$ cat src/rtl/video_timing_gen_if.sv
// Raster timing bundle from the timing generator to the renderer.
//   hsync, vsync      : sync outputs at their configured polarity
//   display_active    : high inside the visible area
//   pixel_x, pixel_y  : visible coordinates, 0 outside the visible area
//   tile_x, tile_y    : pixel coordinates divided by the tile size
//   line_start        : one-clock pulse on the first clock of every line
//   frame_start       : one-clock pulse at the first clock of a frame
//   vblank_start      : one-clock pulse at the first blanking line
//   frame_count       : frames started since reset, wraps 255 -> 0
interface video_timing_gen_if #(
  parameter int unsigned CNT_W     = 10,
  parameter int unsigned TILE_LOG2 = 4
) ();

  localparam int unsigned TILE_W = CNT_W - TILE_LOG2;

  logic              hsync;
  logic              vsync;
  logic              display_active;
  logic [CNT_W-1:0]  pixel_x;
  logic [CNT_W-1:0]  pixel_y;
  logic [TILE_W-1:0] tile_x;
  logic [TILE_W-1:0] tile_y;
  logic              line_start;
  logic              frame_start;
  logic              vblank_start;
  logic [7:0]        frame_count;

  modport master (
    output hsync, vsync, display_active, pixel_x, pixel_y, tile_x, tile_y,
           line_start, frame_start, vblank_start, frame_count
  );

  modport slave (
    input  hsync, vsync, display_active, pixel_x, pixel_y, tile_x, tile_y,
           line_start, frame_start, vblank_start, frame_count
  );

endinterface

$ cat src/rtl/video_timing_gen.sv
// Parametrised raster timing generator. Walks a horizontal/vertical counter
// pair over the full line/frame and registers sync, visible-area, coordinate
// and strobe outputs one clock after the counter state they describe.
//   vga_clk   : pixel clock
//   rst_n     : synchronous active-low reset
//   timing_en : 1 = run, 0 = hold in soft reset (frame_count retained)
//   vt        : timing bundle (master side), see video_timing_gen_if
module video_timing_gen #(
  parameter int unsigned H_VISIBLE = 640,
  parameter int unsigned H_FRONT   = 16,
  parameter int unsigned H_SYNC    = 96,
  parameter int unsigned H_BACK    = 48,
  parameter int unsigned V_VISIBLE = 480,
  parameter int unsigned V_FRONT   = 10,
  parameter int unsigned V_SYNC    = 2,
  parameter int unsigned V_BACK    = 33,
  parameter bit          HSYNC_POL = 1'b0,
  parameter bit          VSYNC_POL = 1'b0,
  parameter int unsigned CNT_W     = 10,
  parameter int unsigned TILE_LOG2 = 4
) (
  input  logic               vga_clk,
  input  logic               rst_n,
  input  logic               timing_en,
  video_timing_gen_if.master vt
);

  localparam int unsigned H_TOTAL  = H_VISIBLE + H_FRONT + H_SYNC + H_BACK;
  localparam int unsigned V_TOTAL  = V_VISIBLE + V_FRONT + V_SYNC + V_BACK;
  localparam int unsigned HS_START = H_VISIBLE + H_FRONT;
  localparam int unsigned HS_END   = HS_START + H_SYNC;
  localparam int unsigned VS_START = V_VISIBLE + V_FRONT;
  localparam int unsigned VS_END   = VS_START + V_SYNC;

  logic [CNT_W-1:0] h_cnt;
  logic [CNT_W-1:0] v_cnt;
  logic [CNT_W-1:0] h_nxt;
  logic [CNT_W-1:0] v_nxt;
  logic [CNT_W-1:0] px_c;
  logic [CNT_W-1:0] py_c;
  logic             active_c;
  logic             hsync_c;
  logic             vsync_c;
  logic             line_c;
  logic             frame_c;
  logic             vblank_c;
  logic [7:0]       frame_cnt_q;

  // Counter advance and decode of the current (h,v) into next output values.
  always_comb begin
    h_nxt = h_cnt + CNT_W'(1);
    v_nxt = v_cnt;
    if (h_cnt == CNT_W'(H_TOTAL - 1)) begin
      h_nxt = '0;
      v_nxt = (v_cnt == CNT_W'(V_TOTAL - 1)) ? '0 : v_cnt + CNT_W'(1);
    end

    active_c = (h_cnt < CNT_W'(H_VISIBLE)) && (v_cnt < CNT_W'(V_VISIBLE));
    px_c     = active_c ? h_cnt : '0;
    py_c     = active_c ? v_cnt : '0;

    hsync_c  = ((h_cnt >= CNT_W'(HS_START)) && (h_cnt < CNT_W'(HS_END)))
               ? HSYNC_POL : ~HSYNC_POL;
    vsync_c  = ((v_cnt >= CNT_W'(VS_START)) && (v_cnt < CNT_W'(VS_END)))
               ? VSYNC_POL : ~VSYNC_POL;

    line_c   = (h_cnt == '0);
    frame_c  = line_c && (v_cnt == '0);
    vblank_c = line_c && (v_cnt == CNT_W'(V_VISIBLE));
  end

  // Reset and soft reset share one path; only hard reset clears frame_count.
  always_ff @(posedge vga_clk) begin
    if (!rst_n || !timing_en) begin
      h_cnt             <= '0;
      v_cnt             <= '0;
      vt.hsync          <= ~HSYNC_POL;
      vt.vsync          <= ~VSYNC_POL;
      vt.display_active <= 1'b0;
      vt.pixel_x        <= '0;
      vt.pixel_y        <= '0;
      vt.tile_x         <= '0;
      vt.tile_y         <= '0;
      vt.line_start     <= 1'b0;
      vt.frame_start    <= 1'b0;
      vt.vblank_start   <= 1'b0;
      if (!rst_n) begin
        frame_cnt_q <= '0;
      end
    end else begin
      h_cnt             <= h_nxt;
      v_cnt             <= v_nxt;
      vt.hsync          <= hsync_c;
      vt.vsync          <= vsync_c;
      vt.display_active <= active_c;
      vt.pixel_x        <= px_c;
      vt.pixel_y        <= py_c;
      vt.tile_x         <= px_c[CNT_W-1:TILE_LOG2];
      vt.tile_y         <= py_c[CNT_W-1:TILE_LOG2];
      vt.line_start     <= line_c;
      vt.frame_start    <= frame_c;
      vt.vblank_start   <= vblank_c;
      // Counted on the same edge that registers frame_start.
      if (frame_c) begin
        frame_cnt_q <= frame_cnt_q + 8'd1;
      end
    end
  end

  assign vt.frame_count = frame_cnt_q;

endmodule

$ cat src/flat_wrapper.sv
// flat-port wrapper written by rule: the top's interface ports become plain ports
module video_timing_gen_flat 
#(
  parameter int unsigned H_VISIBLE = 640,
  parameter int unsigned H_FRONT   = 16,
  parameter int unsigned H_SYNC    = 96,
  parameter int unsigned H_BACK    = 48,
  parameter int unsigned V_VISIBLE = 480,
  parameter int unsigned V_FRONT   = 10,
  parameter int unsigned V_SYNC    = 2,
  parameter int unsigned V_BACK    = 33,
  parameter bit          HSYNC_POL = 1'b0,
  parameter bit          VSYNC_POL = 1'b0,
  parameter int unsigned CNT_W     = 10,
  parameter int unsigned TILE_LOG2 = 4
)
  (vga_clk, rst_n, timing_en, vt_hsync, vt_vsync, vt_display_active, vt_pixel_x, vt_pixel_y, vt_tile_x, vt_tile_y, vt_line_start, vt_frame_start, vt_vblank_start, vt_frame_count);
  video_timing_gen_if #(.CNT_W(CNT_W), .TILE_LOG2(TILE_LOG2)) vt_i ();
  input  logic vga_clk;
  input  logic rst_n;
  input  logic timing_en;
  output wire logic [$bits(vt_i.hsync)-1:0] vt_hsync;
  output wire logic [$bits(vt_i.vsync)-1:0] vt_vsync;
  output wire logic [$bits(vt_i.display_active)-1:0] vt_display_active;
  output wire logic [$bits(vt_i.pixel_x)-1:0] vt_pixel_x;
  output wire logic [$bits(vt_i.pixel_y)-1:0] vt_pixel_y;
  output wire logic [$bits(vt_i.tile_x)-1:0] vt_tile_x;
  output wire logic [$bits(vt_i.tile_y)-1:0] vt_tile_y;
  output wire logic [$bits(vt_i.line_start)-1:0] vt_line_start;
  output wire logic [$bits(vt_i.frame_start)-1:0] vt_frame_start;
  output wire logic [$bits(vt_i.vblank_start)-1:0] vt_vblank_start;
  output wire logic [$bits(vt_i.frame_count)-1:0] vt_frame_count;
  assign vt_hsync = vt_i.hsync;
  assign vt_vsync = vt_i.vsync;
  assign vt_display_active = vt_i.display_active;
  assign vt_pixel_x = vt_i.pixel_x;
  assign vt_pixel_y = vt_i.pixel_y;
  assign vt_tile_x = vt_i.tile_x;
  assign vt_tile_y = vt_i.tile_y;
  assign vt_line_start = vt_i.line_start;
  assign vt_frame_start = vt_i.frame_start;
  assign vt_vblank_start = vt_i.vblank_start;
  assign vt_frame_count = vt_i.frame_count;
  video_timing_gen #(.H_VISIBLE(H_VISIBLE), .H_FRONT(H_FRONT), .H_SYNC(H_SYNC), .H_BACK(H_BACK), .V_VISIBLE(V_VISIBLE), .V_FRONT(V_FRONT), .V_SYNC(V_SYNC), .V_BACK(V_BACK), .HSYNC_POL(HSYNC_POL), .VSYNC_POL(VSYNC_POL), .CNT_W(CNT_W), .TILE_LOG2(TILE_LOG2)) u_core (.vga_clk(vga_clk), .rst_n(rst_n), .timing_en(timing_en), .vt(vt_i));
endmodule
$ cat config.mk
export PLATFORM = sky130hd
export DESIGN_NAME = video_timing_gen_flat
export DESIGN_NICKNAME = d
export VERILOG_FILES = /design/src/rtl/video_timing_gen_if.sv /design/src/rtl/video_timing_gen.sv /design/src/flat_wrapper.sv
export SDC_FILE = /design/constraint.sdc
export NUM_CORES = 1
export LEC_CHECK = 0
export ABC_AREA = 0
export BUFFER_PORTS_ARGS = -buffer_cell sky130_fd_sc_hd__buf_2
export CAP_MARGIN = 20
export CORE_MARGIN = 2
export CORE_UTILIZATION = 35
export CTS_CLUSTER_SIZE = 14
export DETAILED_ROUTE_END_ITERATION = 8
export HOLD_SLACK_MARGIN = 0.12
export PLACE_DENSITY = 0.65
export SYNTH_ARGS = -nofsm -noshare
export SYNTH_HDL_FRONTEND = slang
export SYNTH_SLANG_ARGS = --single-unit
$ cat constraint.sdc
create_clock -name vga_clk -period 6.3 [get_ports vga_clk]
set_input_delay 0.945 -clock vga_clk [delete_from_list [all_inputs] [get_ports vga_clk]]
set_output_delay 0.945 -clock vga_clk [all_outputs]
set_load 0.02 [all_outputs]
# Yosys cells after proc, flatten, opt, wreduce, memory -nomap -nowiden

Index checks and enable logic that the tools add are counted.

Logic and storage cells: 47
Bits of input ports: 3
Output and inout bits: 46
Register bits after elaboration: 54

Bitwise gates (word level): 1
Add/subtract/negate cells: 3
Equality and inequality tests: 4
Reduce and logical (&&, ||, !) cells: 14
Multiplexer cells: 6
Order comparisons: 6

Operators by type and width:

| operator                                                                       | number |
|---|---|
| 8-bit two-way mux                                                              | 3 |
| 10-bit by 1-bit adder with 10-bit output (second input constant)               | 2 |
| 10-bit == test (second input constant)                                         | 2 |
| 10-bit zero test                                                               | 2 |
| 10-bit less-than comparator (second input constant)                            | 2 |
| 10-bit by 9-bit less-than comparator with 1-bit output (second input constant) | 2 |
| 10-bit by 9-bit == test with 1-bit output (second input constant)              | 1 |
| 10-bit >= comparator (second input constant)                                   | 1 |
| 10-bit by 9-bit >= comparator with 1-bit output (second input constant)        | 1 |
| 10-bit two-way mux                                                             | 1 |
| 8-bit by 1-bit adder with 8-bit output (second input constant)                 | 1 |
| 1-bit logical AND                                                              | 5 |
| 2-bit OR reduction                                                             | 2 |
| 1-bit zero test                                                                | 2 |
| 1-bit two-way mux                                                              | 2 |
| 2-bit != test (second input constant)                                          | 1 |
| 2-bit AND reduction                                                            | 1 |
| 2-bit nonzero test                                                             | 1 |
| 1-bit logical OR                                                               | 1 |
| 1-bit NOT                                                                      | 1 |

# Longest topological paths before layout

Gate-level depths: netlist (run 1).

Depth in word-level cells: 4
Mapped depth: 6
Gate-level depth less buffers: 6

# Worst setup path before layout (run 1)

Ideal clock, no wire load.

Path kind: input -> register
From: input port rst_n
To: register u_core.frame_cnt_q[0], in the netlist u_core.vt.frame_count[0] (enable)
Library setup time: 0.398 ns
Cell stages on the path: 5
Arrival: 2.482 ns
Path slack: 3.420 ns
Cells stage by stage: nand2_1 clkbuf_1 nor2_1 nand3_1 o41ai_1

Longest elaborated chain between the ends: 4
Elaborated cells on any way between the ends: 5
Classes of those cells: eq/ne (1); reduce/logical (4)

RTL lines:

| element                                                              | line                    | text |
|---|---|---|
| from (decl)                                                          | flat_wrapper.sv:20      | `input logic rst_n;` |
| 1-bit zero test                                                      | video_timing_gen.sv:74  | `if (!rst_n \|\| !timing_en) begin` |
| 1-bit logical OR                                                     | video_timing_gen.sv:74  |  |
| 2-bit != test (no line) / 2-bit nonzero test (equally long branches) | --                      |  |
| 2-bit AND reduction (no line) (*)                                    | --                      |  |
| to (signal assigned)                                                 | video_timing_gen.sv:105 | `frame_cnt_q <= frame_cnt_q + 8'd1;` |
| to (decl)                                                            | video_timing_gen.sv:47  | `logic [7:0] frame_cnt_q;` |

Mark *: on every way between the ends. The rest lies on a longest branch, timed or not.
A chain may end at the register's enable or synchronous reset.

# Worst setup path in the final report (run 1)

From: input port rst_n
To: register u_core.frame_cnt_q[3], in the netlist u_core.vt.frame_count[3] (enable)

The elaborated chain is that of the path after synthesis.

==> results of run 1 <==
## cells in the final DEF (no fill, tap or decap), types with 2 or more instances in the layout
cell       Yosys  final
edfxtp_1       8      8
nor4_1        12     12
nand2_1       10     10
xnor2_1       12     12
ha_1           5      5
nor2_1        28     28
o21ai_0        4      4
and2_1        13     13
or3_1          4      4
xor2_1         8      8
clkbuf_8       0      6
nand4b_1       2      2
and3_1         4      4
inv_1          7      7
dfxtp_1       46     46
nand4bb_1      2      2
nand3_1       15     15
buf_2          0     48
nor3_1         7      7
a21oi_1        4      4
## routing by layer
| layer | part of all wire, % | track usage [%] |
|---|---|---|
| met1 | 46 | 15.07 |
| met2 | 46 | 20.13 |
| met3 | 6.9 | 3.736 |
| met4 | 1.8 | 4.399 |
| met5 | 0 | 0 |
## registers in the layout, indices dropped and copies added, names as in the netlist
| signal | count |
|---|---|
| u_core.vt.line_start | 1 |
| u_core.vt.hsync | 1 |
| u_core.vt.vsync | 1 |
| u_core.vt.vblank_start | 1 |
| u_core.vt.pixel_x | 4 |
| u_core.vt.display_active | 1 |
| u_core.vt.tile_x | 6 |
| u_core.vt.frame_count | 8 |
| u_core.h_cnt | 10 |
| u_core.vt.pixel_y | 4 |
| u_core.vt.frame_start | 1 |
| u_core.vt.tile_y | 6 |
| u_core.v_cnt | 10 |
## cell families after synthesis
family / Yosys count / synth area share [%]
AO/OA/AOI/OAI: 10 / 2.892
XOR/XNOR: 20 / 7.787
adder cells (fa/ha/maj): 5 / 2.781
buffers and inverters: 29 / 7.508
flip-flops: 54 / 51.61
multiplexers: 1 / 0.4450
other: 1 / 0.1667
AND/OR/NAND/NOR: 107 / 26.81
## power by group
part / total, mW / switching, mW / internal, mW
registers: 0.361 / 0.00499 / 0.356
clock network: 0.191 / 0.102 / 0.0887
logic: 0.0313 / 0.0208 / 0.0105
## path summary, 6_finish.rpt
path                   startpoint                  endpoint  depth (start not counted)
setup / recovery            rst_n  u_core.vt.frame_count[3]                          6
hold / removal    u_core.h_cnt[0]           u_core.h_cnt[0]                          1
setup reg to reg  u_core.h_cnt[6]  u_core.vt.frame_count[3]                          5
hold reg to reg   u_core.h_cnt[0]           u_core.h_cnt[0]                          1
## through the flow
| step | hold WS (ns) | setup WS (ns) |
|---|---|---|
| detailed placement | 0.4494 | 3.386 |
| global placement | 0.4434 | 3.483 |
| global route | 0.5117 | 3.651 |
| floorplan | 0.4300 | 3.420 |
| CTS | 0.4709 | 3.682 |
| finish | 0.4627 | 3.835 |
## final cells by class
class                      instances  area share, %
clock inverter                     1         0.1963
multi-input combinational        144          36.06
inverter                           7          1.030
tap                               77          3.778
sequential                        54          45.53
timing repair buffer              50          10.01
clock buffer                       7          3.386
## critical path: cells and delay by family
family	cells	cell delay, ns
AOI/OAI and AO/OA	1	0.37
and+or+nand+nor	3	0.84
buffers and inverters	2	0.33
==> impl_metrics.xml, run 1 <==
<?xml version="1.0" encoding="UTF-8"?>
<metrics>
  <group name="setup_path">
    <metric name="critPathRequiredTime" unit="ns">6.32</metric>
    <metric name="path_cells" unit="">buf_2, nand2_1, nor2_1, nand3_1, o41ai_1, buf_4</metric>
    <metric name="worst_path_largest_cell_delay" unit="ns">0.38</metric>
    <metric name="timing_worst_setup_path_type" unit="">input port to register</metric>
    <metric name="critical_path.startpoint_type" unit="">input port</metric>
    <metric name="worst-endpoint-arrival" unit="ns">2.49</metric>
    <metric name="crit_fanout" unit="">20</metric>
    <metric name="crit_path_end_kind" unit="">register</metric>
    <metric name="regToRegSetupSlack" unit="ns">4.27</metric>
    <metric name="slowest_stage" unit="">nand2_1</metric>
  </group>
  <group name="logic_synthesis">
    <metric name="synth_commonest_cells" unit="">46 x dfxtp_1, 28 x nor2_1, 15 x nand3_1</metric>
    <metric name="synth_area_leaders" unit="">dfxtp_1 41%, edfxtp_1 11%, nor2_1 4.7%, xnor2_1 4.7%, buf_4 4.3%</metric>
    <metric name="post_synth.cell_area_avg" unit="um2">9.910</metric>
    <metric name="synthArstFlopShare" unit="%">0</metric>
    <metric name="synth_top_area_share" unit="%">40.93</metric>
    <metric name="synth.ff_latch_count" unit="">54</metric>
    <metric name="synth_enable_flop_cells" unit="">8</metric>
    <metric name="synthDistinctLibCells" unit="">37</metric>
    <metric name="library_cell_with_the_highest_instance_count_after_synthesis" unit="">dfxtp_1</metric>
    <metric name="yosys.area.top_type" unit="">dfxtp_1</metric>
    <metric name="synth_cells" unit="">227</metric>
    <metric name="dominantRegCellSynth" unit="">dfxtp_1</metric>
    <metric name="synthesis.nets" unit="">235</metric>
    <metric name="mappedNetlistArea" unit="um2">2250</metric>
    <metric name="synth-seq-area-share" unit="%">51.61</metric>
    <metric name="synth.yosys.warnings" unit="">0</metric>
  </group>
  <group name="detailed_routing">
    <metric name="vias" unit="">1620</metric>
    <metric name="drt_iter0_drc" unit="">97</metric>
    <metric name="wl_per_cell" unit="um">12.43</metric>
    <metric name="drcViolationCount" unit="">0</metric>
    <metric name="detail_route_antenna_nets" unit="">0</metric>
    <metric name="drt-pass1-iter-count" unit="">4</metric>
    <metric name="vias_per_cell" unit="">4.765</metric>
    <metric name="totalWireLength" unit="um">4227</metric>
  </group>
  <group name="clocking">
    <metric name="cts_post_setup_buffers_inserted" unit="">0</metric>
    <metric name="cts_tree" unit="">built</metric>
    <metric name="post_cts_hold_buffer_count" unit="">0</metric>
    <metric name="htreeDepth" unit="">2</metric>
    <metric name="clk_latency" unit="ns">0.31</metric>
    <metric name="clock-sinks" unit="">54</metric>
    <metric name="ctsRootBufferMaster" unit="">clkbuf_8</metric>
    <metric name="worst_setup_hold_path_clk_slew" unit="ns">0.08</metric>
    <metric name="cts_buffer_depth" unit="">2</metric>
    <metric name="tritoncts.num_buffers" unit="">5</metric>
    <metric name="cts_resized" unit="">0</metric>
  </group>
  <group name="sta">
    <metric name="drv_slew" unit="">0</metric>
    <metric name="post_route_skew" unit="ns">0.005721</metric>
    <metric name="finalCriticalPeriod" unit="ns">2.465</metric>
    <metric name="timing.slew.headroom" unit="%">55.89</metric>
    <metric name="report.final.hold_viol_count" unit="">0</metric>
    <metric name="final_min_period_over_clock_period" unit="%">39.13</metric>
    <metric name="setup_tns" unit="ns">0</metric>
    <metric name="fmax" unit="GHz">0.4057</metric>
    <metric name="rsz_0062_raised_after_global_routing" unit="">no</metric>
    <metric name="setup_violations" unit="">0</metric>
    <metric name="worst_margin_slew" unit="ns">0.6600</metric>
  </group>
  <group name="final_layout">
    <metric name="seqCellArea" unit="um2">1161</metric>
    <metric name="multi_input_area" unit="um2">919.6</metric>
    <metric name="postLayoutCoreUtil" unit="%">40.62</metric>
    <metric name="layout.nets" unit="">270</metric>
    <metric name="design_area" unit="um2">2550</metric>
    <metric name="post_route_cells_drive_above_1_share" unit="%">24.33</metric>
    <metric name="antenna_cells_inserted" unit="">0</metric>
    <metric name="layoutNonFillerInstCount" unit="">340</metric>
    <metric name="area_delta_synth_final" unit="%">13.35</metric>
    <metric name="fill_cells" unit="">622</metric>
  </group>
  <group name="pwr">
    <metric name="ir_drop" unit="V">0.00008750</metric>
    <metric name="power-per-cell-area" unit="nW/um2">228.8</metric>
    <metric name="post-layout-total-power" unit="mW">0.5835</metric>
    <metric name="power.leakage" unit="nW">1.079</metric>
  </group>
  <group name="die">
    <metric name="start_util" unit="%">35.84</metric>
    <metric name="die_height" unit="um">84.17</metric>
    <metric name="placeableCoreArea" unit="um2">6277</metric>
    <metric name="die_span_in_x" unit="um">84.17</metric>
    <metric name="fp-row-count" unit="">29</metric>
    <metric name="full_die_area" unit="um2">7085</metric>
    <metric name="pin_count" unit="">49</metric>
  </group>
  <group name="global_routing">
    <metric name="grt_overflow_total" unit="">0</metric>
    <metric name="grt_max_degree" unit="">21</metric>
    <metric name="grt_pass1_vias" unit="">1481</metric>
    <metric name="first_pass_grt_wire_length" unit="um">6893</metric>
    <metric name="antenna_found_initial" unit="">0</metric>
    <metric name="global_route.usage.total" unit="%">12.19</metric>
  </group>
  <group name="place">
    <metric name="place_congestion" unit="">0.8690</metric>
    <metric name="buffer_ports.inserted" unit="">48</metric>
    <metric name="dp.cells" unit="">331</metric>
    <metric name="post_dp_cell_area" unit="um2">2451</metric>
    <metric name="dp_hpwl" unit="um">3124</metric>
  </group>
  <group name="worst_hold_path">
    <metric name="min-delay-path-class" unit="">register to register</metric>
  </group>
  <group name="job">
    <metric name="maxCapViolations" unit="">0</metric>
  </group>
  <group name="status">
    <metric name="status" unit="">finished, final reports clean</metric>
  </group>
</metrics>
Note: power is estimated with default switching activity, not from simulation.
==> inputs of run 2 (changes only) <==
==> constraint.sdc (replaced) <==
create_clock -name vga_clk -period 2.5 [get_ports vga_clk]
set_input_delay 0.375 -clock vga_clk [delete_from_list [all_inputs] [get_ports vga_clk]]
set_output_delay 0.375 -clock vga_clk [all_outputs]
set_load 0.02 [all_outputs]
==> run 2 against run 1 <==
  * Register-to-register slack got worse by 3.8 ns
  * Utilization is 0.48 points higher
  * Worst setup slack got worse by 3.3 ns
  * Sequential share of layout area fell by 0.53 points
  * Via count decreased by 0.19%
  * Largest power group unchanged
==> impl_metrics.xml, run 2 (synthesized netlist as in run 1, its figures left out) <==
<?xml version="1.0" encoding="UTF-8"?>
<metrics>
  <group name="setup_path">
    <metric name="crit_fanout" unit="">9</metric>
    <metric name="critPathTopFamily" unit="">simple AND/OR/NAND/NOR gates</metric>
    <metric name="worst-path-buf-inv" unit="">0</metric>
    <metric name="path_cells" unit="">ha_1, nand4_4, or4_4, or3_1, a21oi_1</metric>
    <metric name="worst-endpoint-arrival" unit="ns">2.23</metric>
    <metric name="crit_path_end_kind" unit="">register</metric>
    <metric name="slowest_stage" unit="">or4_4</metric>
    <metric name="worst_path_largest_cell_delay" unit="ns">0.60</metric>
    <metric name="critPathRequiredTime" unit="ns">2.73</metric>
    <metric name="timing_worst_setup_path_type" unit="">register to register</metric>
    <metric name="critical_path.startpoint_type" unit="">register</metric>
  </group>
  <group name="detailed_routing">
    <metric name="vias" unit="">1617</metric>
    <metric name="drcViolationCount" unit="">0</metric>
    <metric name="drt_iter0_drc" unit="">141</metric>
    <metric name="detail_route_antenna_nets" unit="">0</metric>
    <metric name="totalWireLength" unit="um">4478</metric>
    <metric name="wl_per_cell" unit="um">13.13</metric>
    <metric name="vias_per_cell" unit="">4.742</metric>
    <metric name="drt-pass1-iter-count" unit="">4</metric>
  </group>
  <group name="sta">
    <metric name="setup_tns" unit="ns">0</metric>
    <metric name="finalCriticalPeriod" unit="ns">1.991</metric>
    <metric name="setup_violations" unit="">0</metric>
    <metric name="post_route_skew" unit="ns">0.003406</metric>
    <metric name="drv_slew" unit="">0</metric>
    <metric name="timing.final.ws_setup" unit="ns">0.5088</metric>
    <metric name="final_min_period_over_clock_period" unit="%">79.65</metric>
    <metric name="timing.slew.headroom" unit="%">65.88</metric>
    <metric name="fmax" unit="GHz">0.5022</metric>
    <metric name="report.final.hold_viol_count" unit="">0</metric>
    <metric name="rsz_0062_raised_after_global_routing" unit="">no</metric>
    <metric name="worst_margin_slew" unit="ns">0.5072</metric>
  </group>
  <group name="job">
    <metric name="maxCapViolations" unit="">0</metric>
  </group>
  <group name="pwr">
    <metric name="netSwitchingFraction" unit="%">20.68</metric>
    <metric name="power.leakage" unit="nW">1.092</metric>
    <metric name="intPower" unit="mW">1.225</metric>
    <metric name="power_frac_comb" unit="%">5.3</metric>
    <metric name="post-layout-total-power" unit="mW">1.545</metric>
    <metric name="seqPwrFrac" unit="%">58.9</metric>
    <metric name="clock_power_share" unit="%">35.8</metric>
    <metric name="power-per-cell-area" unit="nW/um2">598.8</metric>
    <metric name="power.net_switching" unit="mW">0.3196</metric>
    <metric name="ir_drop" unit="V">0.0003150</metric>
  </group>
  <group name="global_routing">
    <metric name="grt_max_degree" unit="">20</metric>
    <metric name="antenna_found_initial" unit="">0</metric>
    <metric name="grt_overflow_total" unit="">0</metric>
    <metric name="first_pass_grt_wire_length" unit="um">7265</metric>
    <metric name="grt_pass1_vias" unit="">1553</metric>
    <metric name="global_route.usage.total" unit="%">12.91</metric>
  </group>
  <group name="final_layout">
    <metric name="layoutNonFillerInstCount" unit="">341</metric>
    <metric name="area_delta_synth_final" unit="%">14.68</metric>
    <metric name="leading_cell_types_in_the_layout_fill_and_taps_excluded" unit="">48 x buf_2, 46 x dfxtp_1, 28 x nor2_1</metric>
    <metric name="post_route_cells_drive_above_1_share" unit="%">24.62</metric>
    <metric name="mostFrequentLayoutCell" unit="">buf_2</metric>
    <metric name="layout.nets" unit="">271</metric>
    <metric name="antenna_cells_inserted" unit="">0</metric>
  </group>
  <group name="clocking">
    <metric name="htreeDepth" unit="">2</metric>
    <metric name="worst_setup_hold_path_clk_slew" unit="ns">0.08</metric>
    <metric name="cts_buffer_depth" unit="">2</metric>
    <metric name="cts_post_setup_buffers_inserted" unit="">0</metric>
    <metric name="clk_latency" unit="ns">0.30</metric>
    <metric name="tritoncts.num_buffers" unit="">5</metric>
    <metric name="post_cts_hold_buffer_count" unit="">0</metric>
    <metric name="ctsRootBufferMaster" unit="">clkbuf_8</metric>
    <metric name="cts_resized" unit="">0</metric>
    <metric name="clock-sinks" unit="">54</metric>
    <metric name="cts_tree" unit="">built</metric>
  </group>
  <group name="worst_hold_path">
    <metric name="min-delay-path-class" unit="">input port to register</metric>
  </group>
  <group name="place">
    <metric name="dp.cells" unit="">333</metric>
    <metric name="dp_hpwl" unit="um">3370</metric>
    <metric name="dpl_worst_slack" unit="ns">0.5491</metric>
    <metric name="buffer_ports.inserted" unit="">48</metric>
    <metric name="place_congestion" unit="">0.8200</metric>
  </group>
  <group name="status">
    <metric name="status" unit="">finished, final reports clean</metric>
  </group>
  <group name="die">
    <metric name="die_height" unit="um">84.17</metric>
    <metric name="die_span_in_x" unit="um">84.17</metric>
    <metric name="start_util" unit="%">35.84</metric>
    <metric name="fp-row-count" unit="">29</metric>
    <metric name="placeableCoreArea" unit="um2">6277</metric>
    <metric name="pin_count" unit="">49</metric>
    <metric name="full_die_area" unit="um2">7085</metric>
  </group>
</metrics>
==> run 2: cell count changes in the layout (fill, tap and decap cells not counted) <==
cell / change
buf_4: +2
clkbuf_4: -1
clkbuf_8: -1
o41ai_1: -1
clkinv_2: -1
clkbuf_1: +1
bufinv_16: +1
o41ai_2: +1
==> run 2: worst reg2reg max path, stage by stage, from the launching register on <==
cell     delay [ns]
dfxtp_1        0.38
ha_1           0.27
nand4_4        0.19
or4_4          0.60
or3_1          0.34
a21oi_1        0.15
==> run 2: power by group through the flow <==
stage | Clock (mW) | Combinational, mW | Sequential, mW
final | 0.552 | 0.0821 | 0.910
after global routing | 0.601 | 0.0898 | 0.913
after CTS | 0.573 | 0.0833 | 0.911
after detailed placement | 0 | 0.0827 | 0.931
after global placement | 0 | 0.0825 | 0.930
after floorplan | 0 | 0.0344 | 0.948
==> run 2: path summary, 6_finish.rpt <==
path	startpoint	to	slack [ns]	cells after the start
setup / recovery	u_core.h_cnt[0]	u_core.v_cnt[9]	0.51	5
hold / removal	timing_en	u_core.vt.frame_count[1]	0.41	2
setup reg to reg	u_core.h_cnt[0]	u_core.v_cnt[9]	0.51	5
hold reg to reg	u_core.h_cnt[0]	u_core.h_cnt[0]	0.47	1
==> run 2: layout make-up <==
type,count,area (um2)
fill,616,3697
sequential,54,1161
multi-input combinational,144,927.1
timing repair buffer,51,262.8
tap,77,96.34
clock buffer,7,76.32
clock inverter,1,30.03
inverter,7,26.28
==> run 2: metrics by stage <==
stage,utilization (%),hold slack [ns],area (um2)
floorplan,-,0.4300,2257
global placement,39.41,0.4447,2474
detailed placement,39.41,0.4541,2474
CTS,41.10,0.4014,2580
global route,41.10,0.4201,2580
finish,41.10,0.4121,2580
==> run 2: routing by layer <==
layer	up-vias	global-route usage, %	wire length [um]
met5	-	0	0
met4	0	5.132	97
met3	7	3.245	172
met2	45	22.15	2198
met1	743	15.48	2009
li1	822	-	-
==> inputs of run 3 (changes only) <==
--- a/config.mk
+++ b/config.mk
@@ -5,7 +5,7 @@
 export SDC_FILE = /design/constraint.sdc
 export NUM_CORES = 1
 export LEC_CHECK = 0
-export ABC_AREA = 0
+export ABC_AREA = 1
 export BUFFER_PORTS_ARGS = -buffer_cell sky130_fd_sc_hd__buf_2
 export CAP_MARGIN = 20
 export CORE_MARGIN = 2
==> constraint.sdc (replaced) <==
create_clock -name vga_clk -period 1.93 [get_ports vga_clk]
set_input_delay 0.2895 -clock vga_clk [delete_from_list [all_inputs] [get_ports vga_clk]]
set_output_delay 0.2895 -clock vga_clk [all_outputs]
set_load 0.02 [all_outputs]
==> run 3 against run 2 <==
  * Sequential power rose by 30%
  * Clock power up 39%
  * Synthesized area increased by 1.6%
  * Cell area is 3.0% higher
  * Largest power group unchanged
==> impl_metrics.xml, run 3 <==
<?xml version="1.0" encoding="UTF-8"?>
<metrics>
  <group name="logic_synthesis">
    <metric name="library_cell_with_the_highest_instance_count_after_synthesis" unit="">nor2_1</metric>
    <metric name="synthesis.nets" unit="">296</metric>
    <metric name="synth-seq-area-share" unit="%">50.79</metric>
    <metric name="dominantRegCellSynth" unit="">dfxtp_1</metric>
    <metric name="synth_top_area_share" unit="%">40.28</metric>
    <metric name="synthArstFlopShare" unit="%">0</metric>
    <metric name="multiplexer_share_of_the_synthesized_area" unit="%">0</metric>
    <metric name="synth_area_leaders" unit="">dfxtp_1 40%, edfxtp_1 11%, nor2_1 9.7%, nand2_1 8.9%, inv_1 5.3%</metric>
    <metric name="synth_commonest_cells" unit="">59 x nor2_1, 54 x nand2_1, 46 x dfxtp_1</metric>
    <metric name="mappedNetlistArea" unit="um2">2286</metric>
    <metric name="synth_top_family_by_area" unit="">simple AND/OR/NAND/NOR gates</metric>
    <metric name="synth.ff_latch_count" unit="">54</metric>
    <metric name="synth_cells" unit="">288</metric>
    <metric name="synthDistinctLibCells" unit="">30</metric>
    <metric name="synth_enable_flop_cells" unit="">8</metric>
    <metric name="synth.yosys.warnings" unit="">0</metric>
    <metric name="complex_gate_fraction_of_the_synthesized_area" unit="%">5.200</metric>
    <metric name="synth_xor_area_share" unit="%">1.149</metric>
    <metric name="post_synth.cell_area_avg" unit="um2">7.937</metric>
    <metric name="yosys.area_share.simple" unit="%">29.28</metric>
    <metric name="yosys.area.top_type" unit="">dfxtp_1</metric>
    <metric name="adder_cell_share_of_the_synthesized_area" unit="%">2.737</metric>
  </group>
  <group name="final_layout">
    <metric name="fill_cells" unit="">656</metric>
    <metric name="layout.nets" unit="">339</metric>
    <metric name="leading_cell_types_in_the_layout_fill_and_taps_excluded" unit="">59 x nor2_1, 54 x nand2_1, 48 x buf_2</metric>
    <metric name="multi_input_area" unit="um2">880.8</metric>
    <metric name="antenna_cells_inserted" unit="">0</metric>
    <metric name="mostFrequentLayoutCell" unit="">nor2_1</metric>
    <metric name="layoutNonFillerInstCount" unit="">409</metric>
    <metric name="area_delta_synth_final" unit="%">16.20</metric>
    <metric name="post_route_cells_drive_above_1_share" unit="%">20.78</metric>
    <metric name="seqCellArea" unit="um2">1161</metric>
  </group>
  <group name="global_routing">
    <metric name="grt_max_degree" unit="">17</metric>
    <metric name="grt_overflow_total" unit="">0</metric>
    <metric name="grt_util_met2" unit="%">19.04</metric>
    <metric name="first_pass_grt_wire_length" unit="um">7479</metric>
    <metric name="globalRouteMet3Util" unit="%">3.016</metric>
    <metric name="grt_pass1_vias" unit="">1658</metric>
    <metric name="grt_most_used_layer" unit="">met2</metric>
    <metric name="global_route.usage.total" unit="%">12.88</metric>
    <metric name="antenna_found_initial" unit="">0</metric>
    <metric name="groute.layer.met1.usage" unit="%">18.22</metric>
  </group>
  <group name="detailed_routing">
    <metric name="drt_iter0_drc" unit="">76</metric>
    <metric name="wl_per_cell" unit="um">10.87</metric>
    <metric name="vias_per_cell" unit="">4.592</metric>
    <metric name="detail_route_antenna_nets" unit="">0</metric>
    <metric name="totalWireLength" unit="um">4444</metric>
    <metric name="vias" unit="">1878</metric>
    <metric name="drcViolationCount" unit="">0</metric>
    <metric name="drt-pass1-iter-count" unit="">5</metric>
  </group>
  <group name="setup_path">
    <metric name="critical_path.startpoint_type" unit="">register</metric>
    <metric name="worst-endpoint-arrival" unit="ns">1.62</metric>
    <metric name="crit_path_start" unit="">u_core.v_cnt[1]</metric>
    <metric name="crit_fanout" unit="">8</metric>
    <metric name="end_of_the_worst_register_to_register_path" unit="">u_core.vt.frame_count[6]</metric>
    <metric name="critPathRequiredTime" unit="ns">1.95</metric>
    <metric name="timing_worst_setup_path_type" unit="">register to register</metric>
    <metric name="worstReg2RegStart" unit="">u_core.v_cnt[1]</metric>
    <metric name="timing.reg2reg.worst_path_depth" unit="">7</metric>
    <metric name="crit_path_end_kind" unit="">register</metric>
    <metric name="regToRegSetupSlack" unit="ns">0.33</metric>
  </group>
  <group name="worst_hold_path">
    <metric name="min-delay-path-class" unit="">input port to register</metric>
    <metric name="whs_endpoint" unit="">u_core.v_cnt[7]</metric>
    <metric name="hold_path_depth" unit="">4</metric>
    <metric name="min_from" unit="">timing_en</metric>
  </group>
  <group name="clocking">
    <metric name="ctsRootBufferMaster" unit="">clkbuf_8</metric>
    <metric name="cts_post_setup_buffers_inserted" unit="">0</metric>
    <metric name="post_cts_hold_buffer_count" unit="">0</metric>
    <metric name="tritoncts.num_buffers" unit="">5</metric>
    <metric name="clock-sinks" unit="">54</metric>
    <metric name="cts_resized" unit="">0</metric>
    <metric name="clk_latency" unit="ns">0.30</metric>
    <metric name="cts_buffer_depth" unit="">2</metric>
    <metric name="cts_tree" unit="">built</metric>
    <metric name="htreeDepth" unit="">2</metric>
    <metric name="worst_setup_hold_path_clk_slew" unit="ns">0.10</metric>
  </group>
  <group name="sta">
    <metric name="setup_tns" unit="ns">0</metric>
    <metric name="fmax" unit="GHz">0.6246</metric>
    <metric name="report.final.hold_viol_count" unit="">0</metric>
    <metric name="finalCriticalPeriod" unit="ns">1.601</metric>
    <metric name="setup_violations" unit="">0</metric>
    <metric name="final_min_period_over_clock_period" unit="%">82.95</metric>
    <metric name="timing.hold.ws" unit="ns">0.4441</metric>
    <metric name="rsz_0062_raised_after_global_routing" unit="">no</metric>
    <metric name="post_route_skew" unit="ns">0.01308</metric>
    <metric name="drv_slew" unit="">0</metric>
  </group>
  <group name="pwr">
    <metric name="power.leakage" unit="nW">1.152</metric>
    <metric name="ir_drop" unit="V">0.0003357</metric>
    <metric name="power-per-cell-area" unit="nW/um2">775.6</metric>
    <metric name="post-layout-total-power" unit="mW">2.060</metric>
  </group>
  <group name="job">
    <metric name="maxCapViolations" unit="">0</metric>
  </group>
  <group name="place">
    <metric name="dp.cells" unit="">401</metric>
    <metric name="buffer_ports.inserted" unit="">48</metric>
    <metric name="place_congestion" unit="">0.8166</metric>
    <metric name="dp_hpwl" unit="um">3289</metric>
  </group>
  <group name="die">
    <metric name="placeableCoreArea" unit="um2">6350</metric>
    <metric name="full_die_area" unit="um2">7194</metric>
    <metric name="die_span_in_x" unit="um">84.82</metric>
    <metric name="die_height" unit="um">84.82</metric>
    <metric name="pin_count" unit="">49</metric>
    <metric name="fp-row-count" unit="">29</metric>
    <metric name="start_util" unit="%">36.00</metric>
  </group>
  <group name="status">
    <metric name="status" unit="">finished, final reports clean</metric>
  </group>
</metrics>
==> run 3: changes by cell type in the layout (fill, tap and decap cells not counted), moves of 3 or more <==
cell,change
and3_1,-3
nand2_2,+4
nand2_1,+44
and2_1,-13
nor2_1,+31
a21oi_1,+5
or3_1,-4
xor2_1,-6
nor4_1,-11
xnor2_1,-11
nand4_1,+5
inv_1,+25
==> run 3: kinds of logic after synthesis <==
group	after synthesis
flip-flops	54
buffers and inverters	50
XOR/XNOR	3
adder cells (fa/ha/maj)	5
other	1
AND/OR/NAND/NOR	155
AO/OA/AOI/OAI	20
==> run 3: area by class of cell <==
class,count,area share [%]
well taps,77,3.627
inverters,33,4.663
flip-flops and latches,54,43.71
clock buffers,7,3.250
repair buffers,53,10.46
multi-input cells,184,33.16
clock inverters,1,1.130
==> run 3: worst max path at each step <==
| stage | end | cells after the start |
|---|---|---|
| 2_1_floorplan | u_core.vt.frame_count[0] | 6 |
| 3_3_place_gp | u_core.vt.frame_count[7] | 6 |
| 3_5_place_dp | u_core.vt.frame_count[5] | 7 |
| 4_1_cts | u_core.vt.frame_count[4] | 7 |
| 5_1_grt | u_core.vt.frame_count[6] | 7 |
| 6_report | u_core.vt.frame_count[6] | 7 |
==> run 3: power by group <==
part	internal, mW	switching (mW)
combinational	0.0380	0.0764
clock	0.423	0.346
sequential	1.16	0.0145
total	1.62	0.436
==> run 3: worst max-delay path, cell delays in order (launching register included) <==
cell     delay, ns
dfxtp_1       0.34
inv_1         0.12
ha_1          0.18
nand2_1       0.05
nor2_1        0.08
nand4_1       0.16
o21ai_0       0.19
buf_4         0.18
==> run 3: layer usage <==
metal / vias to the layer above / wire, um
li1: 984 / -
met3: 4 / 255
met2: 57 / 1844
met4: 0 / 44
met5: - / 0
met1: 833 / 2300
==> run 3: per-stage QoR <==
stage          util, %  area (um2)  setup slack [ns]
4_1_cts          41.83        2656            0.3249
3_5_place_dp     40.00        2540            0.3577
3_3_place_gp     40.00        2540            0.4079
2_1_floorplan        -        2286           0.08621
5_1_grt          41.83        2656            0.1733
6_report         41.83        2656            0.3291
